--- src/rtl/perceptron_argmax.sv ---
// Frame-wise argmax over time-multiplexed perceptron scores with a clamped-step
// activation; one registered classification result per N_CLASSES samples.
module perceptron_argmax #(
    parameter int         N_CLASSES = 8,
    parameter logic [7:0] THRESH    = 8'd0,
    parameter int         IDX_W     = $clog2(N_CLASSES)
) (
    input  logic             clk,
    input  logic             rst_n,
    input  logic             flush,
    input  logic             in_valid,
    output logic             in_ready,
    input  logic [7:0]       in_data,
    output logic             out_valid,
    input  logic             out_ready,
    output logic [IDX_W-1:0] out_index,
    output logic [7:0]       out_value,
    output logic             out_fired
);

    localparam logic [IDX_W-1:0] LAST_IDX = IDX_W'(N_CLASSES - 1);

    // Borrow-based compare keeps THRESH = 0 free of a constant-true comparison.
    function automatic logic [7:0] activate(input logic [7:0] x);
        logic [8:0] diff;
        diff = {1'b0, x} - {1'b0, THRESH};
        return diff[8] ? 8'd0 : x;
    endfunction

    logic [IDX_W-1:0] cnt;
    logic [7:0]       best_val;
    logic [IDX_W-1:0] best_idx;

    logic [7:0]       act;
    logic             is_last;
    logic             in_fire;
    logic             out_fire;
    logic             take;
    logic [7:0]       fin_val;
    logic [IDX_W-1:0] fin_idx;

    assign act      = activate(in_data);
    assign is_last  = (cnt == LAST_IDX);
    assign in_ready = !(is_last && out_valid && !out_ready);
    assign in_fire  = in_valid && in_ready && !flush;
    assign out_fire = out_valid && out_ready;

    // Strict greater-than so ties keep the lowest class index.
    assign take    = (cnt == '0) || (act > best_val);
    assign fin_val = take ? act : best_val;
    assign fin_idx = take ? cnt : best_idx;

    // Running frame state
    always_ff @(posedge clk or negedge rst_n) begin
        if (!rst_n) begin
            cnt      <= '0;
            best_val <= 8'd0;
            best_idx <= '0;
        end else if (flush) begin
            cnt      <= '0;
            best_val <= 8'd0;
            best_idx <= '0;
        end else if (in_fire) begin
            best_val <= fin_val;
            best_idx <= fin_idx;
            cnt      <= is_last ? '0 : cnt + 1'b1;
        end
    end

    // Single-entry result register; a new load wins over a concurrent drain.
    always_ff @(posedge clk or negedge rst_n) begin
        if (!rst_n) begin
            out_valid <= 1'b0;
            out_index <= '0;
            out_value <= 8'd0;
            out_fired <= 1'b0;
        end else if (in_fire && is_last) begin
            out_valid <= 1'b1;
            out_index <= fin_idx;
            out_value <= fin_val;
            out_fired <= |fin_val;
        end else if (out_fire) begin
            out_valid <= 1'b0;
        end
    end

endmodule

--- config.mk ---
export PLATFORM = sky130hd
export DESIGN_NAME = perceptron_argmax
export DESIGN_NICKNAME = d
export VERILOG_FILES = /design/src/rtl/perceptron_argmax.sv
export SDC_FILE = /design/constraint.sdc
export NUM_CORES = 1
export LEC_CHECK = 0
export ABC_AREA = 1
export BUFFER_PORTS_ARGS = -buffer_cell sky130_fd_sc_hd__buf_2
export CORE_ASPECT_RATIO = 1.75
export CORE_MARGIN = 1
export CORE_UTILIZATION = 59
export DETAILED_ROUTE_END_ITERATION = 6
export GPL_ROUTABILITY_DRIVEN = 0
export HOLD_SLACK_MARGIN = 0.02
export PLACE_DENSITY_LB_ADDON = 0.25
export REMOVE_ABC_BUFFERS = 1
export SLEW_MARGIN = 15
export SYNTH_ARGS = -nofsm -noshare
export SYNTH_HDL_FRONTEND = slang
export SYNTH_SLANG_ARGS = --single-unit
--- constraint.sdc ---
create_clock -name clk -period 4.34 [get_ports clk]
set_clock_uncertainty 0.2 [all_clocks]
set_input_delay 0.651 -clock clk [delete_from_list [all_inputs] [get_ports clk]]
set_output_delay 0.651 -clock clk [all_outputs]
set_load 0.01 [all_outputs]
==> impl_metrics.csv, run 1 <==
group,metric,value,unit
global_routing,track_usage,25.5,%
global_routing,antenna_found_initial,0,
floorplan,die_w,40.0,microns
clocking,cts_resized,0,
synthesis,synth_async_sr_flop_share,100,%
floorplan,die_area,2740,sq um
synthesis,synth_fa_ha_area_share,9.24,%
global_routing,grt_max_degree,28,
synthesis,synth_ff_type,"dfrtp_1",
synthesis,yosysTopAreaCell,"dfrtp_1",
sta,hold_viol,0,
sta,max_slew.worst_pin.slew,0.669,ns
sta,fmax,426,MHz
synthesis,ys_types,21,
sta,final.min_clock_period,2.35,ns
clocking,root_buffer,"clkbuf_8",
synthesis,synth_most_common_cell,"nand2_1",
setup_path,critical_path_class,"flop to flop",
place,hpwl,2330,microns
synthesis,synth_seq_area_share,45.3,%
synthesis,synth_top_family_by_area,"simple AND/OR/NAND/NOR gates",
clocking,cts_sinks,27,
sta,tns,0,ns
synthesis,synth_top_area_share,45.3,%
routing,drt_iter0_markers,34,
floorplan,fp-row-count,23,
floorplan,pin_count,27,
floorplan,die_h,68.5,microns
floorplan,start_util,63.9,%
synthesis,synthCells,179,
synthesis,synth_seq_cells,27,
sta,post-route-period-util,54.1,%
clocking,numCtsBuffers,3,
sta,slew_viol_final,0,
finish,area_growth_syn_to_layout,11.7,%
synthesis,synth_commonest_cells,"nand2_1, dfrtp_1, inv_1",
floorplan,core,2330,sq um
place,io_buffers,26,
synthesis,syn_avg_cell_area,8.33,sq um
run,max_cap_violations,0,
setup_path,start_kind,"flop",
finish,drive_gt1_share,22.4,%
setup_path,cp.arrival,2.27,ns
clocking,cts_setup_buffers,0,
synthesis,synth_edf_count,0,
clocking,cts_tree,"done",
power,cellLeakagePower,0.926,nW
outcome,outcome,"complete, no violations",
power,ir_drop,0.241,mV
hold_path,hold_path.class,"input port to asynchronous set/reset pin",
finish,insertedDiodeCount,0,
synthesis,yosys.area_share.simple,25.2,%
power,power_density,315,nW/um^2
finish,design_area,1660,sq um
setup_path,endpoint_kind,"flop",
clocking,clk_pin_slew,0.09,ns
synthesis,synth_compound_area_share,11.3,%
setup_path,cp_data_required_time,4.26,ns
synthesis,synth_warnings,0,
clocking,cts_buffer_depth,2,
routing,drcViolationCount,0,
sta,relSlewSlack,55.3,%
sta,rsz0062_at_grt,"false",
clocking,htreeDepth,1,
synthesis,muxShareOfSynthArea,0,%
synthesis,synth_xor_xnor_area_share,0,%
routing,first_pass_iters,4,
global_routing,grt_pass1_vias,1162,
routing,wirelength,3080,microns
setup_path,crit_path_max_fanout,24,
synthesis,synth_area,1490,sq um
global_routing,grt_pass1_wl,4850,microns
place,dpl-instance-area,1620,sq um
finish,nets,230,
routing,final_antenna_net_count,0,
sta,setup_violations,0,
global_routing,overflow,0,
routing,wire_per_inst,13.4,microns
synthesis,synthTopCellsByArea,"dfrtp_1, nand2_1, ha_1",
clocking,ctsHoldBuffers,0,
routing,num_vias,1268,
clocking,clock_latency,0.27,ns
routing,avgViaCountPerCell,5.51,
[worst max-delay path, cell delays in order (launching register included)]
cell and delay [ns]:
dfrtp_1 0.41, ha_1 0.21, ha_1 0.21, nand2_1 0.09, nand2_1 0.10, nor2_2 0.22
nand2_1 0.46, nand2_1 0.18, o21ai_0 0.10
[logic make-up after synthesis]
group                    count (synthesis)
AND/OR/NAND/NOR                         79
AO/OA/AOI/OAI                           31
buffers and inverters                   31
flip-flops                              27
adder cells (fa/ha/maj)                 11
[state kept, by name (all words and copies together) (netlist names)]
register and cells:
best_val 8, out_value 8, best_idx 3, cnt 3
out_index 3, out_fired 1, out_valid 1
[final timing paths]
path	slack [ns]	cells after the start	endpoint	from
worst min register to register	0.29	2	out_index[2]	out_index[2]
min in group clk	0.29	2	out_index[2]	out_index[2]
worst max register to register	1.99	8	out_index[0]	cnt[0]
max in group asynchronous	3.37	1	best_val[0]	rst_n
worst max-delay path	1.99	8	out_index[0]	cnt[0]
worst min-delay path	0.17	1	out_index[2]	rst_n
[layout by cell type (no fill, tap or decap)]
cell type and count:
clkbuf_1 1, o22ai_1 8, clkinv_1 1, inv_2 1, nand2_1 47, dfrtp_1 27, inv_1 25, nor2_4 1
nand4_2 1, nor2_1 6, nor2_2 1, nand2_4 3, nand2_2 10, a21o_1 1, clkbuf_8 3, o21ai_0 18
buf_2 26, nand3_1 10, a21oi_1 2, o21ai_1 2, ha_1 11
[routing by layer]
metal / vias up / global-route usage, % / wire [microns] / share of wire, %
met2: 27 / 45.6 / 1620 / 52
met5: - / 0 / 0 / 0
met4: 0 / 7.76 / 35 / 1.1
li1: 621 / - / - / -
met1: 616 / 30.9 / 1370 / 44
met3: 4 / 1.95 / 64 / 2.1
[power breakdown]
group	internal [mW]	switching (mW)	total, mW
clock	0.0657	0.0755	0.141
combinational	0.0382	0.0775	0.116
sequential	0.262	0.00474	0.267
total	0.366	0.158	0.524
[final cells by class]
type                            count  area (sq um)
Fill cell                         200           667
Multi-Input combinational cell    121           681
Timing Repair Buffer               26           130
Sequential cell                    27           676
Tap cell                           25          31.3
Inverter                           27           101
Clock buffer                        4          45.0
[metrics by stage]
step	utilization [%]	power, mW	instances	setup WS (ns)	hold WS, ns
global placement	69.5	0.379	226	1.81	0.260
CTS	71.4	0.525	230	2.01	0.201
floorplan	-	0.352	175	2.14	0.155
detailed placement	69.5	0.387	226	1.74	0.268
global route	71.4	0.548	230	1.78	0.237
finish	71.4	0.524	230	1.99	0.174
(Power assumes the default switching activity.)
==> run 2: changes to the inputs <==
--- a/config.mk
+++ b/config.mk
@@ -5,11 +5,11 @@
 export SDC_FILE = /design/constraint.sdc
 export NUM_CORES = 1
 export LEC_CHECK = 0
-export ABC_AREA = 1
+export ABC_AREA = 0
 export BUFFER_PORTS_ARGS = -buffer_cell sky130_fd_sc_hd__buf_2
 export CORE_ASPECT_RATIO = 1.75
 export CORE_MARGIN = 1
-export CORE_UTILIZATION = 59
+export CORE_UTILIZATION = 56
 export DETAILED_ROUTE_END_ITERATION = 6
 export GPL_ROUTABILITY_DRIVEN = 0
 export HOLD_SLACK_MARGIN = 0.02
==> constraint.sdc (replaced) <==
create_clock -name clk -period 2.3 [get_ports clk]
set_clock_uncertainty 0.2 [all_clocks]
set_input_delay 0.345 -clock clk [delete_from_list [all_inputs] [get_ports clk]]
set_output_delay 0.345 -clock clk [all_outputs]
set_load 0.01 [all_outputs]
==> run 2 against run 1 <==
  * Maximum frequency rose by 5.8%
  * Total power grew 98%
  * Flip-flop and latch count unchanged
  * Largest cell class unchanged
==> impl_metrics.csv, run 2 <==
group,metric,value,unit
sta,holdWs,0.0578,ns
floorplan,start_util,58.8,%
synthesis,synth_seq_area_share,39.3,%
routing,drcViolationCount,0,
synthesis,synth_seq_cells,27,
setup_path,worstPathCellList,"inv_1 -> ha_1 -> nor2b_4 -> o211a_4 -> o211ai_4 -> buf_4 -> a31oi_1 -> o31ai_1",
global_routing,track_usage,27.4,%
global_routing,use_met2,51.2,%
place,dp_slack,-0.0288,ns
global_routing,grt_pass1_vias,1574,
synthesis,synthTopCellsByArea,"dfrtp_1, ha_1, nand2_1",
synthesis,ys_types,34,
synthesis,synth_xor_xnor_area_share,0,%
synthesis,synth_fa_ha_area_share,8.00,%
setup_path,cpPeakStageDelay,0.36,ns
sta,max_slew.worst_pin.slew,0.619,ns
finish,multi_input_area,912,sq um
floorplan,pin_count,27,
sta,slew_viol_final,0,
sta,hold_viol,0,
finish,nets,249,
clocking,root_buffer,"clkbuf_8",
place,hpwl,3160,microns
global_routing,grt_use_met3,2.61,%
global_routing,grt_max_degree,28,
clocking,htreeDepth,1,
global_routing,met1_usage,31.5,%
power,cellLeakagePower,0.984,nW
routing,wirelength,4140,microns
clocking,cts_tree,"done",
sta,final.min_clock_period,2.22,ns
routing,first_pass_iters,6,
clocking,cts_setup_buffers,0,
setup_path,start_kind,"flop",
synthesis,synth_top_area_share,39.3,%
routing,final_antenna_net_count,0,
synthesis,synth_edf_count,0,
synthesis,synth_compound_area_share,17.0,%
floorplan,core,2930,sq um
setup_path,endpoint_kind,"flop",
finish,drive_gt1_share,26.8,%
sta,tns,0,ns
finish,top_regs,"best_val: 8 flops, out_value: 8 flops",
setup_path,crit_path_max_fanout,6,
place,dpl-instance-area,1950,sq um
global_routing,grt-busiest-layer,"met2",
routing,num_vias,1584,
synthesis,synth_area,1720,sq um
sta,post-route-period-util,96.5,%
synthesis,syn_avg_cell_area,9.30,sq um
floorplan,fp-row-count,26,
run,max_cap_violations,0,
setup_path,critical_path_class,"flop to flop",
sta,fmax,450,MHz
synthesis,synth_top_family_by_area,"simple AND/OR/NAND/NOR gates",
global_routing,overflow,0,
sta,layout_setup_ws,0.0796,ns
finish,final_common_cell,"nand2_1",
finish,design_area,2010,sq um
place,io_buffers,26,
clocking,cts_sinks,27,
synthesis,synth_async_sr_flop_share,100,%
synthesis,synthCells,185,
setup_path,cp.arrival,2.20,ns
floorplan,die_w,43.9,microns
routing,drt_iter0_markers,72,
power,power_density,516,nW/um^2
synthesis,synth_commonest_cells,"nand2_1, dfrtp_1, nor2_1",
global_routing,grt_pass1_wl,6820,microns
outcome,outcome,"complete, no violations",
power,p_total,1.04,mW
finish,ff_latch_area,676,sq um
sta,relSlewSlack,58.7,%
power,ir_drop,0.401,mV
floorplan,die_h,75.3,microns
setup_path,cp_slowest_cell,"dfrtp_1",
synthesis,synth_ff_type,"dfrtp_1",
synthesis,muxShareOfSynthArea,5.82,%
finish,fill_cells,248,
synthesis,yosys.area_share.simple,21.7,%
setup_path,rrSetupSlack,0.08,ns
routing,avgViaCountPerCell,6.29,
global_routing,antenna_found_initial,0,
sta,rsz0062_at_grt,"false",
finish,final_cell_mix,"nand2_1, dfrtp_1, buf_2",
sta,setup_violations,0,
routing,wire_per_inst,16.4,microns
clocking,clk_pin_slew,0.09,ns
clocking,clock_latency,0.27,ns
clocking,cts_buffer_depth,2,
synthesis,synth_most_common_cell,"nand2_1",
finish,area_growth_syn_to_layout,16.7,%
floorplan,die_area,3310,sq um
synthesis,synth_warnings,0,
setup_path,cp_data_required_time,2.27,ns
finish,insertedDiodeCount,0,
synthesis,yosysTopAreaCell,"dfrtp_1",
hold_path,hold_path.class,"input port to flop",
clocking,numCtsBuffers,3,
-- run 2: cell types whose count changed in the layout (fill, tap and decap cells not counted), sizes merged, moves of 5 or more --
cell   delta
a31oi    +13
inv      -13
nand2    -31
nand3     -7
buf      +20
o31ai    +12
mux2i    +10
o21ai    -18
o22ai     -8
nor2      +7
nand4    +12
nor4      +5
-- run 2: final timing paths --
kind,startpoint,endpoint,depth (start not counted)
worst max-delay path,best_val[1],out_fired,8
worst min-delay path,out_ready,out_valid,2
worst max register to register,best_val[1],out_fired,8
worst min register to register,out_index[2],out_index[2],2
max in group asynchronous,rst_n,out_index[1],2
min in group asynchronous,rst_n,out_value[6],2
-- run 2: worst max-delay path, delay by kind of cell (launching register included) --
family / cells / cell delay (ns)
fa+ha+maj: 1 / 0.30
compound gates: 4 / 0.87
flops: 1 / 0.36
simple gates: 1 / 0.14
buf+inv: 2 / 0.25
-- run 2: final cells by class --
class                   count  area share, %
well taps                  28           1.75
clock buffers               4           2.24
multi-input cells         133           45.4
repair buffers             47           14.5
inverters                  13           2.43
flip-flops and latches     27           33.7
-- run 2: cells by family (layout without fill, tap and decap cells) --
kind of cell,Yosys count,count (layout)
AOI/OAI and AO/OA,38,38
buffers and inverters,25,64
adders and majority gates,11,11
DFF,27,27
muxes,10,10
and+or+nand+nor,74,74
-- run 2: per-layer routing --
layer | share of wire (%) | vias up
met3 | 4.7 | 12
li1 | - | 742
met2 | 56 | 67
met4 | 1.9 | 0
met5 | 0 | -
met1 | 37 | 763
-- run 2: through the flow --
step                      utilization, %  std cells
after global placement              66.6        247
final                               68.5        252
after CTS                           68.5        252
after floorplan                        -        173
after global routing                68.5        252
after detailed placement            66.6        247
-- run 2: timing repair --
action / in CTS / in global routing
endpoints found under the setup margin: 0 / 13
gates resized for setup: 0 / 2
hold endpoints to repair: 27 / 0
hold buffers: 1 / 0
-- run 2: power breakdown --
| part | internal (mW) | switching, mW | leakage, nW |
|---|---|---|---|
| combinational | 0.104 | 0.154 | 0.591 |
| sequential | 0.490 | 0.0149 | 0.370 |
| clock | 0.124 | 0.149 | 0.0228 |
